<file path="src/rtl/median_filter_pkg.sv">
// Shared types for the median filter pipeline: pixel width, RGB word and the
// per-channel selector used by the output serializer.
`timescale 1ns/1ps
package median_filter_pkg;

    localparam int PIXEL_W      = 8;
    localparam int NUM_CHANNELS = 3;

    typedef enum logic [1:0] {
        CH_RED,
        CH_GREEN,
        CH_BLUE
    } channel_e;

    typedef struct packed {
        logic [PIXEL_W-1:0] red;
        logic [PIXEL_W-1:0] green;
        logic [PIXEL_W-1:0] blue;
    } rgb_word_t;

    function automatic logic [PIXEL_W-1:0] channel_sel(input rgb_word_t w, input channel_e c);
        case (c)
            CH_RED:   return w.red;
            CH_GREEN: return w.green;
            default:  return w.blue;
        endcase
    endfunction

endpackage

</file>
<file path="src/rtl/pixel_valid_if.sv">
// Filtered pixel stream: a valid strobe with one RGB word, no backpressure.
`timescale 1ns/1ps
interface pixel_valid_if;
    import median_filter_pkg::*;

    logic      valid;
    rgb_word_t pixel;

    modport master (output valid, output pixel);
    modport slave  (input valid, input pixel);
endinterface

</file>
<file path="src/rtl/sync_fifo.sv">
// Single-clock FIFO with flop storage; a write into a full FIFO is accepted
// when a read happens in the same cycle.
`timescale 1ns/1ps
module sync_fifo #(
    parameter int DATA_W = 24,
    parameter int DEPTH  = 16
) (
    input  logic                     clk,
    input  logic                     rst,
    input  logic                     wr_en,
    input  logic [DATA_W-1:0]        wr_data,
    input  logic                     rd_en,
    output logic [DATA_W-1:0]        rd_data,
    output logic                     full,
    output logic                     empty,
    output logic [$clog2(DEPTH):0]   level
);
    localparam int AW = $clog2(DEPTH);

    logic [DATA_W-1:0] mem_q [DEPTH];
    logic [DATA_W-1:0] mem_d [DEPTH];
    logic [AW-1:0]     wr_ptr_q, wr_ptr_d;
    logic [AW-1:0]     rd_ptr_q, rd_ptr_d;
    logic [AW:0]       level_q, level_d;
    logic              wr_ok, rd_ok;

    always_comb begin
        full    = (level_q == (AW+1)'(DEPTH));
        empty   = (level_q == '0);
        rd_ok   = rd_en && !empty;
        wr_ok   = wr_en && (!full || rd_ok);
        mem_d   = mem_q;
        if (wr_ok) begin
            mem_d[wr_ptr_q] = wr_data;
        end
        wr_ptr_d = wr_ptr_q + (wr_ok ? AW'(1) : AW'(0));
        rd_ptr_d = rd_ptr_q + (rd_ok ? AW'(1) : AW'(0));
        level_d  = level_q + (wr_ok ? (AW+1)'(1) : (AW+1)'(0))
                           - (rd_ok ? (AW+1)'(1) : (AW+1)'(0));
    end

    always_ff @(posedge clk or negedge rst) begin
        if (!rst) begin
            for (int i = 0; i < DEPTH; i++) begin
                mem_q[i] <= '0;
            end
            wr_ptr_q <= '0;
            rd_ptr_q <= '0;
            level_q  <= '0;
        end else begin
            mem_q    <= mem_d;
            wr_ptr_q <= wr_ptr_d;
            rd_ptr_q <= rd_ptr_d;
            level_q  <= level_d;
        end
    end

    assign rd_data = mem_q[rd_ptr_q];
    assign level   = level_q;

endmodule

</file>
<file path="src/rtl/pixel_serializer.sv">
// Buffers filtered pixels and emits them one colour channel per beat.
// Build option: PIXEL_SERIALIZER_FRAME_LAST_EN enables m_last_o / frame_done_o.
`timescale 1ns/1ps
module pixel_serializer
    import median_filter_pkg::*;
#(
    parameter int IMAGE_LEN    = 1080,
    parameter int IMAGE_HEIGHT = 720,
    parameter int FIFO_DEPTH   = 16
) (
    input  logic                          clk,
    input  logic                          rst,
    pixel_valid_if.slave                  pixel_valid_if_i,
    output logic [PIXEL_W-1:0]            m_data_o,
    output logic                          m_valid_o,
    input  logic                          m_ready_i,
    output logic                          m_last_o,
    output logic                          frame_done_o,
    output logic                          overflow_o,
    output logic [$clog2(FIFO_DEPTH):0]   fifo_level_o
);
    localparam int LW = $clog2(FIFO_DEPTH) + 1;

    // Output handshake: a beat moves when m_valid_o && m_ready_i on a rising
    // edge; once raised, m_valid_o and the beat contents hold until that happens.
    rgb_word_t hold_q, hold_d;
    logic      hold_valid_q, hold_valid_d;
    channel_e  ch_q, ch_d;
    logic      overflow_q, overflow_d;

    logic      xfer, blue_xfer, hold_free, bypass, drop;
    logic      fifo_wr, fifo_rd, fifo_full, fifo_empty;
    rgb_word_t fifo_rd_data;
    logic [LW-1:0] fifo_level;

    sync_fifo #(
        .DATA_W ($bits(rgb_word_t)),
        .DEPTH  (FIFO_DEPTH)
    ) u_fifo (
        .clk     (clk),
        .rst     (rst),
        .wr_en   (fifo_wr),
        .wr_data (pixel_valid_if_i.pixel),
        .rd_en   (fifo_rd),
        .rd_data (fifo_rd_data),
        .full    (fifo_full),
        .empty   (fifo_empty),
        .level   (fifo_level)
    );

    // The holding register is refilled on the edge its last beat leaves; an
    // incoming pixel skips the empty FIFO so the first beat appears next cycle.
    always_comb begin
        xfer         = hold_valid_q && m_ready_i;
        blue_xfer    = xfer && (ch_q == CH_BLUE);
        hold_free    = !hold_valid_q || blue_xfer;
        fifo_rd      = hold_free && !fifo_empty;
        bypass       = hold_free && fifo_empty && pixel_valid_if_i.valid;
        fifo_wr      = pixel_valid_if_i.valid && !bypass && (!fifo_full || fifo_rd);
        drop         = pixel_valid_if_i.valid && !bypass && fifo_full && !fifo_rd;
        hold_d       = hold_q;
        hold_valid_d = hold_valid_q;
        if (hold_free) begin
            if (!fifo_empty) begin
                hold_d       = fifo_rd_data;
                hold_valid_d = 1'b1;
            end else if (pixel_valid_if_i.valid) begin
                hold_d       = pixel_valid_if_i.pixel;
                hold_valid_d = 1'b1;
            end else begin
                hold_valid_d = 1'b0;
            end
        end
        overflow_d = overflow_q | drop;
    end

    always_ff @(posedge clk or negedge rst) begin
        if (!rst) begin
            hold_q       <= '0;
            hold_valid_q <= 1'b0;
            overflow_q   <= 1'b0;
        end else begin
            hold_q       <= hold_d;
            hold_valid_q <= hold_valid_d;
            overflow_q   <= overflow_d;
        end
    end

    // Channel FSM: state register.
    always_ff @(posedge clk or negedge rst) begin
        if (!rst) begin
            ch_q <= CH_RED;
        end else begin
            ch_q <= ch_d;
        end
    end

    // Channel FSM: next state, advancing only on a transfer.
    always_comb begin
        ch_d = ch_q;
        if (xfer) begin
            case (ch_q)
                CH_RED:   ch_d = CH_GREEN;
                CH_GREEN: ch_d = CH_BLUE;
                default:  ch_d = CH_RED;
            endcase
        end
    end

    // Channel FSM: outputs.
    always_comb begin
        m_valid_o = hold_valid_q;
        m_data_o  = channel_sel(hold_q, ch_q);
    end

`ifdef PIXEL_SERIALIZER_FRAME_LAST_EN
    localparam int FRAME_PIX = (IMAGE_LEN - 1) * (IMAGE_HEIGHT - 1);
    localparam int CNT_W     = (FRAME_PIX > 1) ? $clog2(FRAME_PIX) : 1;

    logic [CNT_W-1:0] pix_cnt_q, pix_cnt_d;
    logic             frame_done_q, frame_done_d;
    logic             at_last;

    always_comb begin
        at_last      = (pix_cnt_q == CNT_W'(FRAME_PIX - 1));
        pix_cnt_d    = pix_cnt_q;
        frame_done_d = blue_xfer && at_last;
        if (blue_xfer) begin
            pix_cnt_d = at_last ? '0 : pix_cnt_q + CNT_W'(1);
        end
    end

    always_ff @(posedge clk or negedge rst) begin
        if (!rst) begin
            pix_cnt_q    <= '0;
            frame_done_q <= 1'b0;
        end else begin
            pix_cnt_q    <= pix_cnt_d;
            frame_done_q <= frame_done_d;
        end
    end

    assign m_last_o     = hold_valid_q && (ch_q == CH_BLUE) && at_last;
    assign frame_done_o = frame_done_q;
`else
    assign m_last_o     = 1'b0;
    assign frame_done_o = 1'b0;
`endif

    assign overflow_o   = overflow_q;
    assign fifo_level_o = fifo_level;

endmodule

</file>
<file path="src/flat_wrapper.sv">
// flat-port wrapper written by rule: the top's interface ports become plain ports
module pixel_serializer_flat import median_filter_pkg::*;
#(
    parameter int IMAGE_LEN    = 1080,
    parameter int IMAGE_HEIGHT = 720,
    parameter int FIFO_DEPTH   = 16
)
  (clk, rst, m_data_o, m_valid_o, m_ready_i, m_last_o, frame_done_o, overflow_o, fifo_level_o, pixel_valid_if_i_valid, pixel_valid_if_i_pixel);
  pixel_valid_if pixel_valid_if_i_i ();
  input  logic clk;
  input  logic rst;
  output logic [PIXEL_W-1:0] m_data_o;
  output logic m_valid_o;
  input  logic m_ready_i;
  output logic m_last_o;
  output logic frame_done_o;
  output logic overflow_o;
  output logic [$clog2(FIFO_DEPTH):0] fifo_level_o;
  input wire logic [$bits(pixel_valid_if_i_i.valid)-1:0] pixel_valid_if_i_valid;
  input wire logic [$bits(pixel_valid_if_i_i.pixel)-1:0] pixel_valid_if_i_pixel;
  assign pixel_valid_if_i_i.valid = pixel_valid_if_i_valid;
  assign pixel_valid_if_i_i.pixel = pixel_valid_if_i_pixel;
  pixel_serializer #(.IMAGE_LEN(IMAGE_LEN), .IMAGE_HEIGHT(IMAGE_HEIGHT), .FIFO_DEPTH(FIFO_DEPTH)) u_core (.clk(clk), .rst(rst), .pixel_valid_if_i(pixel_valid_if_i_i), .m_data_o(m_data_o), .m_valid_o(m_valid_o), .m_ready_i(m_ready_i), .m_last_o(m_last_o), .frame_done_o(frame_done_o), .overflow_o(overflow_o), .fifo_level_o(fifo_level_o));
endmodule
</file>
<file path="config.mk">
export PLATFORM = sky130hd
export DESIGN_NAME = pixel_serializer_flat
export DESIGN_NICKNAME = d
export VERILOG_FILES = /design/src/rtl/median_filter_pkg.sv /design/src/rtl/pixel_valid_if.sv /design/src/rtl/sync_fifo.sv /design/src/rtl/pixel_serializer.sv /design/src/flat_wrapper.sv
export SDC_FILE = /design/constraint.sdc
export NUM_CORES = 1
export LEC_CHECK = 0
export ABC_AREA = 1
export BUFFER_PORTS_ARGS = -buffer_cell sky130_fd_sc_hd__clkbuf_2
export CAP_MARGIN = 20
export CORE_MARGIN = 2
export CORE_UTILIZATION = 47
export DETAILED_ROUTE_END_ITERATION = 8
export PLACE_DENSITY_LB_ADDON = 0.1
export SETUP_SLACK_MARGIN = 0.3
export SYNTH_ARGS = -nofsm -noshare
export SYNTH_HDL_FRONTEND = slang
export SYNTH_HIERARCHICAL = 1
export SYNTH_SLANG_ARGS = --single-unit
</file>
<file path="constraint.sdc">
create_clock -name clk -period 4.55 [get_ports clk]
set_input_delay 0.91 -clock clk [delete_from_list [all_inputs] [get_ports clk]]
set_output_delay 0.91 -clock clk [all_outputs]
set_load 0.02 [all_outputs]
</file>
# Word-level counts from Yosys, hierarchy flattened
# Index checks and enable logic that the tools add are counted.
totals:
  register_bits: 425
  latchBits: 0
  ram_bits: 0
  mem_bits_ro: 0
  input_bits: 28
  out_inout_bits: 17
  elab_cells: 78
  memories: 0
op_classes:
  n_addsub: 4
  mul: 0
  div: 0
  n_lt_le_gt_ge: 3
  n_eq_ne: 4
  shifts: 0
  mux: 16
  n_bitwise: 3
  n_reduce_logical: 23
ops:
  columns: ["operator", "count"]
  rows:
  - ["384-bit bitwise mux", 1]
  - ["24-bit two-way mux", 5]
  - ["24-bit binary-select mux with 4-bit select", 1]
  - ["24-bit demux with 4-bit select", 1]
  - ["8-bit one-hot mux with 2 select lines", 1]
  - ["1-bit logical AND", 12]
  - ["5-bit >= comparator, second input constant", 2]
  - ["4-bit NOT with 5-bit output", 2]
  - ["4-bit by 1-bit adder with 4-bit output", 2]
  - ["1-bit two-way mux", 6]
  - ["5-bit by 1-bit adder with 5-bit output", 1]
  - ["5-bit == test, second input constant", 1]
  - ["1-bit logical NOT", 5]
  - ["5-bit logical NOT", 1]
  - ["5-bit by 1-bit < comparator with 1-bit output, second input constant", 1]
  - ["5-bit by 1-bit subtractor with 5-bit output", 1]
  - ["2-bit one-hot mux with 2 select lines", 1]
  - ["1-bit logical OR", 3]
  - ["2-bit by 1-bit == test with 1-bit output, second input constant", 1]
  - ["2-bit == test, second input constant", 1]
  - ["2-bit logical NOT", 1]
  - ["2-bit inequality test, second input constant", 1]
  - ["2-bit AND reduction", 1]
  - ["1-bit bitwise OR", 1]

# Logic depth before layout (Yosys ltp)
logic_depth:
  word_depth: 12
  ltp_mapped: 20
  depth_no_buf: 16

# By module
# Netlist, hierarchy kept.
modules_own_cells:
  columns: ["mod", "n_inst", "cells_per_inst", "area_each_um2"]
  rows:
  - ["sync_fifo", 1, 2965, 21658.3]
  - ["pixel_serializer", 1, 169, 1476.4]

# Worst setup path before layout
# No wires, ideal clock.
synth_timing:
  path_type: "reg-to-reg"
  startpoint: "register u_core.u_fifo.level_q[2], in the netlist u_core/u_fifo/level[2]"
  endpoint: "register u_core.u_fifo.level_q[4], in the netlist u_core/u_fifo/level[4]"
  setup_ns: 0.079
  arrival_time_ns: 3.738
  required_ns: 4.471
  path_slack_ns: 0.733
  path_stages_with_launch: 21
  n_path_buf: 4
  path_cell_list: "dfrtp_1 > inv_1 > ha_1 > nand2_1 > nor2_1 > buf_6 > buf_2 > a21oi_1 > inv_1 > nor2_1 > buf_2 > buf_1 > nand2_1 > ha_1 > inv_1 > ha_1 > fa_1 > a21oi_1 > nor2_1 > nor2_1 > xor2_1"
synth_between:
  elab_chain_len: 10
  elab_cells_between_ends: 18
  classes_between: "2 x add/sub; 1 x eq/ne; 2 x mux; 13 x reduce/logical"
synth_lines:
  columns: ["item", "line_no", "rtl"]
  rows:
  - ["start: declaration", "sync_fifo.sv:24", "logic [AW:0] level_q, level_d;"]
  - ["start signal: assignment", "sync_fifo.sv:54", "level_q <= level_d;"]
  - ["5-bit logical NOT (*)", "sync_fifo.sv:29", "empty = (level_q == '0);"]
  - ["named net u_core.fifo_empty", "pixel_serializer.sv:32", "logic fifo_wr, fifo_rd, fifo_full, fifo_empty;"]
  - ["1-bit logical AND (2 in series)", "pixel_serializer.sv:58", "bypass = hold_free && fifo_empty && pixel_valid_if_i.valid;"]
  - ["1-bit logical NOT", "pixel_serializer.sv:59", "fifo_wr = pixel_valid_if_i.valid && !bypass && (!fifo_full || fifo_rd);"]
  - ["1-bit logical AND", "pixel_serializer.sv:59", null]
  - ["1-bit logical AND (*)", "pixel_serializer.sv:59", null]
  - ["named net u_core.fifo_wr", "pixel_serializer.sv:32", null]
  - ["1-bit logical AND (*)", "sync_fifo.sv:31", "wr_ok = wr_en && (!full || rd_ok);"]
  - ["1-bit two-way mux (*)", "sync_fifo.sv:38", "level_d = level_q + (wr_ok ? (AW+1)'(1) : (AW+1)'(0))"]
  - ["5-bit by 1-bit adder with 5-bit output (*)", "sync_fifo.sv:38", null]
  - ["5-bit by 1-bit subtractor with 5-bit output (*)", "sync_fifo.sv:39", "- (rd_ok ? (AW+1)'(1) : (AW+1)'(0));"]
  - ["named net u_core.u_fifo.level_d[4]", "sync_fifo.sv:24", null]
# Mark *: on every way through the listed nets, which the timed path passes. The rest lies on a longest branch.
# A chain may end at the register's enable or synchronous reset.

# Final worst setup path
layout_timing:
  startpoint: "register u_core.u_fifo.level_q[2], in the netlist u_core/u_fifo/level[2]"
  endpoint: "register u_core/u_fifo/mem_q[44] (netlist bit)"
layout_between:
  elab_chain_len: 7
  elab_cells_between_ends: 14
  classes_between: "1 x eq/ne; 13 x reduce/logical"
layout_lines:
  columns: ["item", "line_no", "rtl"]
  rows:
  - ["5-bit logical NOT (*)", "sync_fifo.sv:29", null]
  - ["named net u_core.fifo_empty", "pixel_serializer.sv:32", null]
  - ["1-bit logical AND (2 in series)", "pixel_serializer.sv:58", null]
  - ["1-bit logical NOT", "pixel_serializer.sv:59", null]
  - ["1-bit logical AND", "pixel_serializer.sv:59", null]
  - ["1-bit logical AND (*)", "pixel_serializer.sv:59", null]
  - ["named net u_core.fifo_wr", "pixel_serializer.sv:32", null]
  - ["1-bit logical AND (*)", "sync_fifo.sv:31", null]
  - ["end signal: assignment", "sync_fifo.sv:51", "mem_q <= mem_d;"]
  - ["end: declaration", "sync_fifo.sv:20", "logic [DATA_W-1:0] mem_q [DEPTH];"]
# Marks and branches as above.

==> metrics <==
status complete, no violations; Post-Synth Simple-Gate Area 40.1%; part of the power in registers 34.0%; post-synthesis compound-gate area fraction 1.13%; Placed Instances 3616; post_cts resized 0; RSZ-0062 raised after global routing no; Starting Density 47.5%; GP Congestion 0.829; slowest CP cell nand3_4; Syn Inst Count 3134; H-tree lvl count 2; total core area 48700 um2; post-DP HPWL 44.4 mm; Avg WL per Cell 21.7 um; Net Sw Power 0.00854 W; port buffer count 42; die span in y 226 um; detailed-route via count 21.2k; leading cell type in the layout, fill and taps excluded nand2_1; Critical Path Max Stage Delay 0.55 ns; Boundary Pins 45; Post-layout nets 3044; clock share of power 21.9%; TritonCTS clock tree built; grt ovf 0; WL final 80.4 mm; root buf cell clkbuf_16; crit path capture type register; die width 226 um; max frequency 0.291 GHz; Final period util 75.5%; setup TNS 0 ns; Worst Hold Class in2async; clock skew after layout 0.0142 ns; P_leak 13.3 nW; count of final setup violators 0; sw frac 44.6%; cell area after synthesis 23100 um2; Power Dens Cells 761 nW/um2; antenna violations before repair 2; DRT iter0 DRCs 2351; CTS Buf Count 50; Area contributors post-synth dfrtp_1 46%, nand2_1 21%, nand4_1 10%; PnR worst setup slack 1.12 ns; area leader, netlist dfrtp_1; postcts setup bufs 0; Pre-antenna DRT Iters 5; critical path required time 5.04 ns; Worst-path clk slew 0.06 ns; first-pass GRT wire length 124 mm; post-synthesis mux area share 1.04%; post-place setup slack 1.03 ns; area grow syn2layout 8.70%; # rows 81; hold_buf cts 0; Synth top area share 46.0%; most used cell along the critical path nand2_1; worst vdd ir 0.353 mV; Seq/Total Area, Yosys 46.0%; Post-Synth Adder-Cell Area 0.627%; Layout Cells excl Fill 3711; synth warn 6; Internal 0.0106 W; share of layout cells above drive strength 1 7.85%; average vias per placed instance 5.71; Antenna Nets Post-Route 0; Logic pwr share 44.1%; kind of critical path reg2reg; max-slew violation count 0; Final Hold Fails 0; worst-path cell chain inv_1, ha_1, nand2_1, nor2_4, buf_4, inv_2, a21boi_0, nor2_4, buf_4, buf_12, nand3_4, nand2_1, nand2_1; worst-skew pair later-pin latency 0.60 ns; Synth cell types 32; Worst-Margin Slew 1.07 ns; most frequent cells in the layout 1316 x nand2_1, 422 x dfrtp_1, 384 x nand4_1; maxcap violations 0; register bit total from synthesis 425; die area 51000 um2; CTS sink cnt 425; Tmin final 3.43 ns; worst-path maximum fanout 95; crit path buf inv count 5; Post-Synth XOR/XNOR Area 0.303%; CP top delay family simple AND/OR/NAND/NOR gates; Final Util 51.6%; number of global-route vias before repair 20.2k; CTS Buffer Depth 3; Post-route DRC 0; startpoint types register; crit path DAT 3.92 ns; GRT Total Usage 31.9%; largest net degree at the start of global routing 161; syn_area_per_cell 7.38 um2; largest family of logic cells by synthesized area simple AND/OR/NAND/NOR gates; Slew headroom 28.6%
path summary, 6_finish.rpt:
kind	startpoint	endpoint	slack [ns]	cells after the start
hold reg to reg	u_core/u_fifo/mem_q[24]	u_core/u_fifo/mem_q[24]	0.47	2
min in group clk	u_core/u_fifo/mem_q[24]	u_core/u_fifo/mem_q[24]	0.47	2
setup / recovery	u_core/u_fifo/level[2]	u_core/u_fifo/mem_q[44]	1.12	13
setup reg to reg	u_core/u_fifo/level[2]	u_core/u_fifo/mem_q[44]	1.12	13
hold / removal	rst	u_core/u_fifo/mem_q[2]	0.36	1
max in group asynchronous	rst	u_core/u_fifo/rd_ptr_q[0]	3.14	2
kinds of logic (layout without fill, tap and decap cells):
kind of cell / count (synthesis) / after routing
AND/OR/NAND/NOR: 2045 / 2045
buffers and inverters: 572 / 482
flip-flops: 425 / 425
AO/OA/AOI/OAI: 48 / 48
multiplexers: 24 / 24
adder cells (fa/ha/maj): 11 / 11
XOR/XNOR: 8 / 8
other: 1 / 4
worst reg2reg max path, stage by stage (launching register included):
cell	delay, ns
dfrtp_1	0.38
inv_1	0.08
ha_1	0.19
nand2_1	0.20
nor2_4	0.04
buf_4	0.23
inv_2	0.11
a21boi_0	0.16
nor2_4	0.17
buf_4	0.38
buf_12	0.41
nand3_4	0.70
nand2_1	0.20
nand2_1	0.08
cell usage after synthesis:
library cell  instances
nand2_1            1316
a21boi_0              1
nand2_4               2
buf_2               150
nand3_1             275
nor2_4               15
clkbuf_2              1
buf_6                16
conb_1                1
xor2_1                8
dfrtp_1             425
a21oi_1               8
nand3_2              12
clkbuf_1             73
nor2_2                3
nand4_1             384
buf_4                15
mux2i_1              24
o211ai_1              6
and3_1                1
nor2_1               26
fa_1                  1
inv_1               277
nand3_4               4
o21ai_1               6
clkinv_1              2
buf_1                33
o21ai_2               1
o21ai_0              26
nand2_2               7
ha_1                 10
inv_2                 5
stage by stage:
step                      hold slack [ns]  total power [W]  cell area (um2)
after global routing                0.430           0.0205            25100
after CTS                           0.407           0.0191            25100
after floorplan                     0.437           0.0122            23100
final                               0.360           0.0191            25100
after detailed placement            0.458           0.0149            23400
after global placement              0.447           0.0147            23400
power groups by stage:
stage | combinational [W] | clock, W | sequential, W
finish | 0.00843 | 0.00418 | 0.00651
global route | 0.00941 | 0.00441 | 0.00672
CTS | 0.00834 | 0.00424 | 0.00649
detailed placement | 0.00831 | 0 | 0.00654
global placement | 0.00818 | 0 | 0.00648
floorplan | 0.00592 | 0 | 0.00626
flip-flops by register name, indices dropped and copies added, names as in the netlist:
name / flops
u_core/ch_q: 2
u_core/hold_q: 24
u_core/m_valid_o: 1
u_core/overflow_o: 1
u_core/u_fifo/level: 5
u_core/u_fifo/mem_q: 384
u_core/u_fifo/rd_ptr_q: 4
u_core/u_fifo/wr_ptr_q: 4
layer usage:
| layer | GRT usage, % | part of all wire (%) |
|---|---|---|
| met5 | 0 | 0 |
| met4 | 12.1 | 3.7 |
| met3 | 5.15 | 8.0 |
| met2 | 49.5 | 45 |
| met1 | 44.9 | 43 |
cell type report:
cell class | count | area (um2)
Clock inverter | 12 | 163
Inverter | 284 | 1070
Timing Repair Buffer | 106 | 863
Antenna cell | 2 | 5.00
Clock buffer | 80 | 1550
Fill cell | 4740 | 23600
Sequential cell | 425 | 10600
Tap cell | 664 | 831
Multi-Input combinational cell | 2138 | 10000
Note: power is estimated with default switching activity, not from simulation.
